### config.mk
export PLATFORM = sky130hd
export DESIGN_NAME = clk_counter
export DESIGN_NICKNAME = d
export VERILOG_FILES = /design/src/rtl/clk_counter.sv
export SDC_FILE = /design/constraint.sdc
export NUM_CORES = 1
export LEC_CHECK = 0
export BUFFER_PORTS_ARGS = -buffer_cell sky130_fd_sc_hd__buf_2
export CAP_MARGIN = 20
export CORE_AREA = 8 8 45 47
export DETAILED_ROUTE_END_ITERATION = 6
export DIE_AREA = 0 0 53 55
export SYNTH_ARGS = -nofsm -noshare
export SYNTH_HDL_FRONTEND = slang
export SYNTH_SLANG_ARGS = --single-unit
export TNS_END_PERCENT = 5
### constraint.sdc
create_clock -name clk -period 1.9 [get_ports clk]
set_input_delay 0.38 -clock clk [delete_from_list [all_inputs] [get_ports clk]]
set_output_delay 0.38 -clock clk [all_outputs]
set_load 0.05 [all_outputs]
### src/rtl/clk_counter.sv
// clk_counter: prescaled wrapping counter.
// count advances once per CLOCK_DELAY clk edges, wrapping past COUNT_LIMIT.
module clk_counter #(
  parameter int COUNT_LIMIT       = 9,
  parameter int COUNT_WIDTH       = 4,
  parameter int CLOCK_DELAY       = 10,
  parameter int CLOCK_DELAY_WIDTH = 4
) (
  input  logic                   clk,
  input  logic                   rst,
  output logic [COUNT_WIDTH-1:0] count
);

  if (COUNT_LIMIT < 0 ||
      COUNT_LIMIT > (2**COUNT_WIDTH) - 1) begin : g_bad_limit
    $error("COUNT_LIMIT does not fit COUNT_WIDTH");
  end

  if (CLOCK_DELAY < 1 ||
      CLOCK_DELAY - 1 > (2**CLOCK_DELAY_WIDTH) - 1) begin : g_bad_delay
    $error("CLOCK_DELAY does not fit CLOCK_DELAY_WIDTH");
  end

  localparam logic [CLOCK_DELAY_WIDTH-1:0] PS_LAST =
    CLOCK_DELAY_WIDTH'(CLOCK_DELAY - 1);
  localparam logic [COUNT_WIDTH-1:0] LIMIT =
    COUNT_WIDTH'(COUNT_LIMIT);
  localparam logic [CLOCK_DELAY_WIDTH-1:0] PS_ONE =
    CLOCK_DELAY_WIDTH'(1);
  localparam logic [COUNT_WIDTH-1:0] CNT_ONE =
    COUNT_WIDTH'(1);

  logic [CLOCK_DELAY_WIDTH-1:0] prescale;
  logic                         tick;
  logic                         at_limit;

  assign tick     = (prescale == PS_LAST);
  // >= so an out-of-range count also falls back to 0
  assign at_limit = (count >= LIMIT);

  always_ff @(posedge clk or negedge rst) begin
    if (!rst) begin
      prescale <= '0;
      count    <= '0;
    end else if (tick) begin
      prescale <= '0;
      count    <= at_limit ? '0 : count + CNT_ONE;
    end else begin
      prescale <= prescale + PS_ONE;
    end
  end

endmodule

==> results.rst <==
.. list-table::
   :header-rows: 1

   * - Metric
     - Value
   * - Capture point of the worst path
     - count[0]
   * - Worst-path fanout max
     - 6
   * - Routed vias
     - 295
   * - Number of distinct library cells after synthesis
     - 19
   * - Number of max-slew violations in the final report
     - 0
   * - Smallest hold slack
     - between 400 and 500 ps
   * - Drc violations
     - 0
   * - Largest stage delay, worst path
     - 430 ps
   * - Aggregate routed wire length
     - 680 µm
   * - Final hold violation count
     - 0
   * - Worst-case clock buffer depth
     - 2
   * - R2r worst-path depth
     - 5
   * - Part of the total power dissipated in sequential elements
     - 0.544
   * - Internal Dissipation
     - approximately 250 µW
   * - Worst Path Arrival
     - 990 ps
   * - Sink count of the clock tree
     - 8
   * - Reg clk slew, reported paths
     - roughly 60 ps
   * - Clock Root Buffer
     - sky130_fd_sc_hd__clkbuf_4
   * - Filler Cells Inserted
     - 142
   * - Required time reported for the critical path endpoint
     - 1520 ps
   * - Length of the first detailed-routing pass in iterations
     - 4
   * - Critical-path top delay cell
     - sky130_fd_sc_hd__dfrtp_1
   * - Ratio of total power to cell area
     - 665 nW/µm²
   * - Die Outline Area
     - 2920 µm²
   * - Final weighted congestion of routability-driven global placement
     - between 0.7 and 0.8
   * - Drt via density
     - 4.84
   * - Initial core utilization
     - 0.288
   * - Top Ports
     - 6
   * - First DRT Iteration DRCs
     - 5
   * - Timing-limited maximum frequency
     - 0.731 GHz
   * - Post-route cell area
     - roughly 470 µm²
   * - Unrepaired setup endpoints after global routing
     - no
   * - H-tree depth reported by CTS
     - 1
   * - Kind of start point of the critical path
     - flip-flop
   * - Largest delay contributor family on the critical path
     - flip-flops
   * - Setup slack on the worst flop-to-flop path
     - 570 ps
   * - Gr ovfl total
     - 0
   * - P_leak
     - about 0.00023 µW
   * - Sw Share
     - 0.216
   * - Standard cell area after detailed placement
     - around 440 µm²
   * - Footprint of the multi-input gates
     - 178 µm²
   * - Worst path buffer plus inverter count
     - 1
   * - Most common library cell in the layout ignoring fill and taps
     - sky130_fd_sc_hd__dfrtp_1
   * - Clock power share
     - 0.438
   * - Kind of end point of the critical path
     - primary output
   * - Outcome
     - completed
   * - Pre-CTS setup slack
     - 562 ps
   * - Class of the tightest hold or removal check
     - in2async
   * - Clock latency on the worst-skew pair
     - 260 ps
   * - IR drop worst, VDD
     - around 0.29 mV
   * - Sequential share of the synthesized area
     - 0.503
   * - Wire length of the first global-routing pass
     - 1060 µm
   * - Inserted Diodes
     - 0
   * - Reg-to-reg critical path startpoint
     - count[1]$_DFFE_PN0N_
   * - Row Count
     - 14
   * - Logic gate share of total power
     - 0.018
   * - Seq. cell area
     - 200 µm²
   * - Via count of the first global-routing pass
     - 239
   * - Crit path from
     - count[0]$_DFFE_PN0N_
   * - Routed wire length per instance
     - 11.1 µm
   * - Total Neg Setup Slack
     - 0 ps
   * - Number of buffer cells added on primary ports
     - 5
   * - Chip height
     - 55 µm
   * - Number of buffers created by CTS
     - 3
   * - Avg Synthesized Cell Area
     - 10.8 µm²
   * - Width of the die
     - 53 µm
   * - Switching power summed over all nets
     - 67.7 µW
   * - Crit Reg-Reg Endpoint
     - count[0]$_DFFE_PN0N_
   * - Core area
     - 1380 µm²
   * - Worst Path Class, Setup
     - reg2out
   * - Combined global-route utilization of all metal layers
     - 0.0550
   * - Worst Max-Slew Pin Slew
     - 394 ps
   * - Synthesized netlist cell count
     - 37
   * - Pin count of the biggest net entering global routing
     - 9
   * - Part of the cycle the worst path needs
     - 0.720
   * - Final HPWL from detailed placement
     - 508 µm
   * - Relative max-transition margin
     - 0.735
   * - Final Critical Period
     - 1370 ps
   * - Count of antenna-violating nets left after detailed routing
     - 0
   * - Syn-to-layout area delta
     - 18.2%
   * - Clock tree from TritonCTS
     - built
   * - Area of the mapped netlist
     - 398 µm²
   * - Number of setup buffers added after CTS
     - 0
   * - MaxCap Viol Count
     - 0
   * - Final worst setup slack
     - between 500 and 600 ps
   * - Total Nets Final
     - 52
   * - Cells along the critical path
     - buf_2
   * - Clk_skew
     - around 3.8 ps
   * - Yosys warns
     - 0
   * - Utilization of the core after routing
     - 0.340
   * - Antenna violations before repair
     - 0
   * - Proportion of layout cells with a drive suffix above 1
     - 0.222
   * - Syn nets
     - 42
   * - Logic depth of the worst path, buffers included
     - 1
   * - Endpoints failing setup
     - 0
   * - #FFs+latches synth
     - 8
   * - Commonest cells after routing, fill and taps aside
     - 8 x sky130_fd_sc_hd__dfrtp_1, 5 x sky130_fd_sc_hd__buf_2, 4 x sky130_fd_sc_hd__inv_1, 4 x sky130_fd_sc_hd__nand2_1
==> kinds of logic after synthesis <==
group                    Yosys count  synth area share
AND/OR/NAND/NOR                    8             0.113
AO/OA/AOI/OAI                     10             0.164
buffers and inverters              5            0.0503
flip-flops                         8             0.503
XOR/XNOR                           1            0.0220
adder cells (fa/ha/maj)            3            0.0943
multiplexers                       2            0.0535
==> routing by layer <==
layer | track usage | up-vias | wire length (µm)
li1 | - | 146 | -
met3 | 0.0374 | 3 | 93
met5 | 0 | - | 0
met1 | 0.0573 | 135 | 300
met4 | 0.0647 | 0 | 24
met2 | 0.0664 | 11 | 261
==> registers in the layout (all words and copies together) (netlist names) <==
name,count
count,4
prescale,4
==> per-stage QoR <==
stage | power [µW] | std cells
floorplan | 174 | 37
global placement | 178 | 57
detailed placement | 178 | 57
CTS | 321 | 61
global route | 327 | 61
finish | 313 | 61
==> synthesized netlist by cell type (all sizes together) <==
| master | count | share of area |
|---|---|---|
| mux2i | 1 | 0.025 |
| nand3b | 1 | 0.019 |
| and4bb | 1 | 0.031 |
| o21ai | 3 | 0.038 |
| a21oi | 2 | 0.025 |
| nand2 | 4 | 0.038 |
| ha | 3 | 0.094 |
| nor2 | 1 | 0.0094 |
| a41oi | 1 | 0.022 |
| nand2b | 1 | 0.016 |
| o2bb2ai | 1 | 0.022 |
| a22o | 1 | 0.022 |
| xnor2 | 1 | 0.022 |
| dfrtp | 8 | 0.50 |
| buf | 1 | 0.013 |
| inv | 4 | 0.038 |
| mux2 | 1 | 0.028 |
| o22ai | 1 | 0.016 |
| a21boi | 1 | 0.019 |
==> repair_timing <==
item,CTS,global route
resized for setup,0,0
endpoints found under the hold margin,8,0
hold buffers,1,0
==> power groups by stage <==
stage               Combinational, µW  Clock [µW]  Sequential [µW]
floorplan                   0.0000917           0              174
global placement                 4.17           0              173
detailed placement               4.32           0              173
CTS                              5.83         145              170
global route                     6.45         150              170
finish                           5.51         137              170
==> area by class of cell <==
class | instances | share of cell area
clock buffers | 3 | 0.0479
inverters | 4 | 0.0319
multi-input cells | 24 | 0.378
flip-flops and latches | 8 | 0.426
well taps | 16 | 0.0426
repair buffers | 6 | 0.0745
==> how the worst min path moves through the flow <==
stage | start | cells past startpoint | end | slack [ps]
after floorplan | rst | 0 | count[0]$_DFFE_PN0N_ | 80
after global placement | rst | 1 | prescale[1]$_DFF_PN0_ | 230
after detailed placement | rst | 1 | prescale[0]$_DFF_PN0_ | 230
after CTS | rst | 2 | prescale[0]$_DFF_PN0_ | 480
after global routing | rst | 2 | prescale[0]$_DFF_PN0_ | 500
final | rst | 2 | prescale[0]$_DFF_PN0_ | 480
(Power assumes the default switching activity.)
